`src/rtl/cache_mem_arbiter.sv`:
```
// Shares one 128-bit memory port between Icache refills and Dcache refills/writebacks.
// Define CACHE_ARB_DPRIO_EN for fixed Dcache priority; otherwise ties are round-robin.
module cache_mem_arbiter (
    input  logic         clk,
    input  logic         rst_n,
    input  logic [31:0]  icache_addr_i,
    input  logic         icache_valid_req_i,
    output logic         icache_ready_o,
    output logic [127:0] icache_data_o,
    input  logic [31:0]  dcache_addr_i,
    input  logic         dcache_valid_req_i,
    input  logic         dcache_we_i,
    input  logic [127:0] dcache_wdata_i,
    output logic         dcache_ready_o,
    output logic [127:0] dcache_rdata_o,
    output logic [31:0]  mem_addr_o,
    output logic         mem_valid_req_o,
    output logic         mem_we_o,
    output logic [127:0] mem_wdata_o,
    input  logic         mem_ready_i,
    input  logic [127:0] mem_rdata_i
);

    localparam logic [1:0] IDLE   = 2'd0;
    localparam logic [1:0] I_BUSY = 2'd1;
    localparam logic [1:0] D_BUSY = 2'd2;

    logic [1:0]   state;
    logic [31:0]  i_addr;
    logic         i_pend;
    logic [31:0]  d_addr;
    logic         d_we;
    logic [127:0] d_wdata;
    logic         d_pend;
    logic         stale;
    logic         last_grant_d;

    logic         i_vis;
    logic         d_vis;
    logic         d_accept;
    logic         grant_i;
    logic         grant_d;
    logic [31:0]  i_req_addr;
    logic [31:0]  d_req_addr;
    logic         d_req_we;
    logic [127:0] d_req_wdata;

    // A Dcache pulse while its own transaction is open is dropped, unless that
    // transaction completes in the same cycle.
    assign d_accept = dcache_valid_req_i && ((state != D_BUSY) || mem_ready_i);

    // The current-cycle pulse bypasses the slot so an idle arbiter issues immediately.
    assign i_vis       = i_pend || icache_valid_req_i;
    assign d_vis       = d_pend || dcache_valid_req_i;
    assign i_req_addr  = icache_valid_req_i ? icache_addr_i  : i_addr;
    assign d_req_addr  = dcache_valid_req_i ? dcache_addr_i  : d_addr;
    assign d_req_we    = dcache_valid_req_i ? dcache_we_i    : d_we;
    assign d_req_wdata = dcache_valid_req_i ? dcache_wdata_i : d_wdata;

    always_comb begin
        // NOTE: give every always_comb output a default first so no path infers a latch.
        grant_i = 1'b0;
        grant_d = 1'b0;
        if (state == IDLE) begin
            if (i_vis && d_vis) begin
`ifdef CACHE_ARB_DPRIO_EN
                grant_d = 1'b1;
`else
                grant_i = last_grant_d;
                grant_d = !last_grant_d;
`endif
            end else begin
                grant_i = i_vis;
                grant_d = d_vis;
            end
        end
    end

    always_ff @(posedge clk) begin
        // NOTE: state updates use non-blocking assignments so every register sees pre-edge values.
        if (!rst_n) begin
            state           <= IDLE;
            i_addr          <= '0;
            i_pend          <= 1'b0;
            d_addr          <= '0;
            d_we            <= 1'b0;
            d_wdata         <= '0;
            d_pend          <= 1'b0;
            stale           <= 1'b0;
            last_grant_d    <= 1'b1;
            icache_ready_o  <= 1'b0;
            icache_data_o   <= '0;
            dcache_ready_o  <= 1'b0;
            dcache_rdata_o  <= '0;
            mem_addr_o      <= '0;
            mem_valid_req_o <= 1'b0;
            mem_we_o        <= 1'b0;
            mem_wdata_o     <= '0;
        end else begin
            mem_valid_req_o <= 1'b0;
            icache_ready_o  <= 1'b0;
            dcache_ready_o  <= 1'b0;

            if (icache_valid_req_i) begin
                i_addr <= icache_addr_i;
                i_pend <= 1'b1;
            end
            if (d_accept) begin
                d_addr  <= dcache_addr_i;
                d_we    <= dcache_we_i;
                d_wdata <= dcache_wdata_i;
                d_pend  <= 1'b1;
            end

            case (state)
                IDLE: begin
                    if (grant_i) begin
                        i_pend          <= 1'b0;
                        state           <= I_BUSY;
                        mem_valid_req_o <= 1'b1;
                        mem_addr_o      <= i_req_addr;
                        mem_we_o        <= 1'b0;
                        last_grant_d    <= 1'b0;
                    end else if (grant_d) begin
                        d_pend          <= 1'b0;
                        state           <= D_BUSY;
                        mem_valid_req_o <= 1'b1;
                        mem_addr_o      <= d_req_addr;
                        mem_we_o        <= d_req_we;
                        mem_wdata_o     <= d_req_wdata;
                        last_grant_d    <= 1'b1;
                    end
                end
                I_BUSY: begin
                    if (mem_ready_i) begin
                        state    <= IDLE;
                        mem_we_o <= 1'b0;
                        stale    <= 1'b0;
                        // A superseded refill is swallowed; the re-request is already in the slot.
                        if (!stale) begin
                            icache_ready_o <= 1'b1;
                            icache_data_o  <= mem_rdata_i;
                        end
                    end else if (icache_valid_req_i) begin
                        stale <= 1'b1;
                    end
                end
                D_BUSY: begin
                    if (mem_ready_i) begin
                        state          <= IDLE;
                        mem_we_o       <= 1'b0;
                        dcache_ready_o <= 1'b1;
                        if (!mem_we_o) dcache_rdata_o <= mem_rdata_i;
                    end
                end
                default: state <= IDLE;
            endcase
        end
    end

endmodule
```
`config.mk`:
```
export PLATFORM = sky130hd
export DESIGN_NAME = cache_mem_arbiter
export DESIGN_NICKNAME = d
export VERILOG_FILES = /design/src/rtl/cache_mem_arbiter.sv
export SDC_FILE = /design/constraint.sdc
export NUM_CORES = 1
export LEC_CHECK = 0
export CORE_AREA = 2 2 294 296
export CTS_CLUSTER_SIZE = 8
export DETAILED_ROUTE_END_ITERATION = 8
export DIE_AREA = 0 0 296 298
export GPL_TIMING_DRIVEN = 0
export SYNTH_ARGS = -nofsm -noshare
export SYNTH_HDL_FRONTEND = slang
export SYNTH_SLANG_ARGS = --single-unit
```
`constraint.sdc`:
```
create_clock -name clk -period 4.96 [get_ports clk]
set_clock_uncertainty 0.05 [all_clocks]
set_input_delay 0.992 -clock clk [delete_from_list [all_inputs] [get_ports clk]]
set_output_delay 0.992 -clock clk [all_outputs]
set_load 0.1 [all_outputs]
```
==> impl_metrics.json <==
{
  "status": "finished, final reports clean",
  "numClockSinks": 619,
  "detail_route.iter0.violations": 1045,
  "syn_nets": 3180,
  "dr.pass1.iters": 6,
  "p_int_w": 0.00987,
  "path_cells": "clkdlybuf4s50_1 > clkbuf_1 > inv_1 > clkbuf_1 > clkbuf_1 > clkbuf_1 > a21oi_1",
  "synth_flop_cell": "dfxtp_1",
  "tightestPinTransition_ps": 1270,
  "cp_data_arrival_time_ps": 4220,
  "die_area_sq_um": 88200,
  "fin_crit_ps": 3790,
  "numPortBuffers": 745,
  "clockPowerShare": 0.351,
  "fin_crit_sh": 0.765,
  "ys_seq_elements": 619,
  "seq_power_share": 0.355,
  "syn_to_final_growth_pct": 45.9,
  "post-cts-setup-buffer-count": 0,
  "yosysWarnings": 0,
  "start_util": 0.292,
  "crit_type": "primary input to flop",
  "total_leakage_power_nw": 13.2,
  "worst_setup_path_start_kind": "primary input",
  "synth_area_per_cell_sq_um": 8.69,
  "endpoint_kind": "flop",
  "synthCells": 2850,
  "antenna_found_initial": 67,
  "ys_seq_area_frac": 0.500,
  "maxSlewHeadroom": 0.148,
  "dieWidth_microns": 296,
  "fmax_ghz": 0.264,
  "routed_wl_microns": 107000,
  "io_pins": 746,
  "swShare": 0.372,
  "viasPerCell": 4.81,
  "grt_max_degree": 14,
  "vdd_drop_max_mv": 0.281,
  "grt_pass1_wl_microns": 153000,
  "power_w": 0.0157,
  "num_vias": 23458,
  "worst-path-max-fanout": 10,
  "cts_tree": "done",
  "overflow": 0,
  "clock_path_buffers": 3,
  "p_per_area_nw_per_um2": 435,
  "clk_latency_ps": 640,
  "combinationalPowerShare": 0.294,
  "fp.coreArea_sq_um": 84900,
  "cpMaxStageDelayCell": "clkbuf_1",
  "hold_class": "flop to flop",
  "drive_above_1_share": 0.0738,
  "required_ps": 5380,
  "tns_ps": 0,
  "finalWeightedCongestion": 0.941,
  "rsz0062_at_grt": "false",
  "clkTransAtPathRegs_ps": 50,
  "max_cap_viol_count": 0,
  "max_stage_delay_ps": 820,
  "cts_resized": 0,
  "final_nets": 4015,
  "die_y_microns": 298,
  "dp_hpwl_microns": 82000,
  "cpMostUsedCell": "clkbuf_1",
  "setup_violations": 0,
  "synthDistinctLibCells": 37,
  "antenna_left": 0,
  "synth_edf_count": 0,
  "drc": 0,
  "grt_use_total": 0.232,
  "drv_slew": 0,
  "switching_power_w": 0.00585,
  "synth_area_sq_um": 24800,
  "cts_inserted_buffers": 88,
  "grt_pass1_vias": 23171,
  "cts_root_buf": "clkbuf_16",
  "hold_viol": 0,
  "rows": 107,
  "async_flop_share": 0,
  "cts_max_level": 3,
  "routedWlPerCell_microns": 21.9,
  "nFillCells": 8654,
  "cts-hold-fix-buffers": 0
}
-- stage by stage --
step / std cells / worst slack (ps) / hold slack (ps) / cell area (sq um) / utilization
floorplan: 2850 / 2560 / 401 / 24800 / -
global placement: 4739 / 262 / 391 / 33700 / 0.397
detailed placement: 4739 / 279 / 395 / 33700 / 0.397
CTS: 4844 / 999 / 402 / 36100 / 0.425
global route: 4866 / 943 / 416 / 36100 / 0.426
finish: 4875 / 1170 / 400 / 36100 / 0.426
-- logic make-up (layout without fill, tap and decap cells) --
logic type	after synthesis	count (layout)	share of synthesized area
buffers and inverters	262	1112	0.0447
adder cells (fa/ha/maj)	4	4	0.00202
multiplexers	322	322	0.137
AND/OR/NAND/NOR	1017	1017	0.182
other	0	31	0
flip-flops	619	619	0.500
AO/OA/AOI/OAI	626	626	0.134
-- cell type report --
class,count,area [sq um],area share
tap,1144,1430,0.0396
clock buffer,98,2270,0.0628
timing repair buffer,745,7460,0.206
sequential,619,12400,0.343
inverter,5,18.8,0.000519
buffer,257,1090,0.0301
antenna,31,77.6,0.00215
multi-input combinational,1969,11300,0.312
clock inverter,7,140,0.00388
-- cells in the mapped netlist, types with 4 or more instances --
master    number  area [sq um]
o21ai_0      151           756
nand3b_1     163          1220
dfxtp_1      619         12400
mux2_2       128          1440
nand3_1       14          70.1
a221o_1       19           190
nor3_1        20           100
a21oi_1      420          2100
buf_6         11           124
mux2i_1      194          1940
nor2_1        36           135
buf_2         32           160
nand2_1      772          2900
buf_1         13          48.8
o21ai_1       10          50.1
o221ai_1      13           114
ha_1           4          50.1
clkbuf_1     201           754
inv_1          4          15.0
-- final timing paths --
kind / from / end / slack [ps] / cells after the start
setup / recovery: rst_n / icache_data_o[121]$_SDFFE_PN0P_ / 1170 / 7
hold / removal: icache_data_o[102]$_SDFFE_PN0P_ / icache_data_o[102]$_SDFFE_PN0P_ / 400 / 2
setup reg to reg: state[0]$_SDFFE_PN0P_ / d_addr[28]$_SDFFE_PN0P_ / 1680 / 8
hold reg to reg: icache_data_o[102]$_SDFFE_PN0P_ / icache_data_o[102]$_SDFFE_PN0P_ / 400 / 2
-- registers in the layout, summed over array words and instances, names as in the netlist --
name / count
d_addr: 32
mem_valid_req_o: 1
d_wdata: 128
icache_data_o: 128
d_we: 1
icache_ready_o: 1
stale: 1
dcache_ready_o: 1
state: 2
mem_wdata_o: 128
dcache_rdata_o: 128
last_grant_d: 1
mem_addr_o: 32
mem_we_o: 1
i_pend: 1
i_addr: 32
d_pend: 1
-- cell usage in the layout (no fill, tap or decap), types with 20 or more instances in the layout --
cell type          n
nor3_1            20
o21ai_0          151
clkdlybuf4s50_1  745
nand2_1          772
clkbuf_16         89
mux2_2           128
mux2i_1          194
nand3b_1         163
clkbuf_1         208
dfxtp_1          619
buf_2             32
a21oi_1          420
diode_2           31
nor2_1            36
-- power groups by stage --
stage	combinational, W	sequential, W	clock (W)
3_5_place_dp	0.00465	0.00568	0
4_1_cts	0.00466	0.00559	0.00564
3_3_place_gp	0.00464	0.00568	0
6_report	0.00462	0.00559	0.00551
2_1_floorplan	0.00121	0.00767	0
5_1_grt	0.00484	0.00563	0.00584
-- worst max-delay path: cells and delay by family --
| kind | cells | cell delay, ps |
|---|---|---|
| buffers and inverters | 6 | 3100 |
| AOI/OAI and AO/OA | 1 | 100 |
-- routing by layer --
layer	up-vias	GRT usage	wire (microns)
met3	259	0.0970	10100
met4	56	0.112	4470
met5	-	0	356
met2	755	0.395	51600
li1	11350	-	-
met1	11038	0.247	40500
Power figures use the tool's default switching activity.
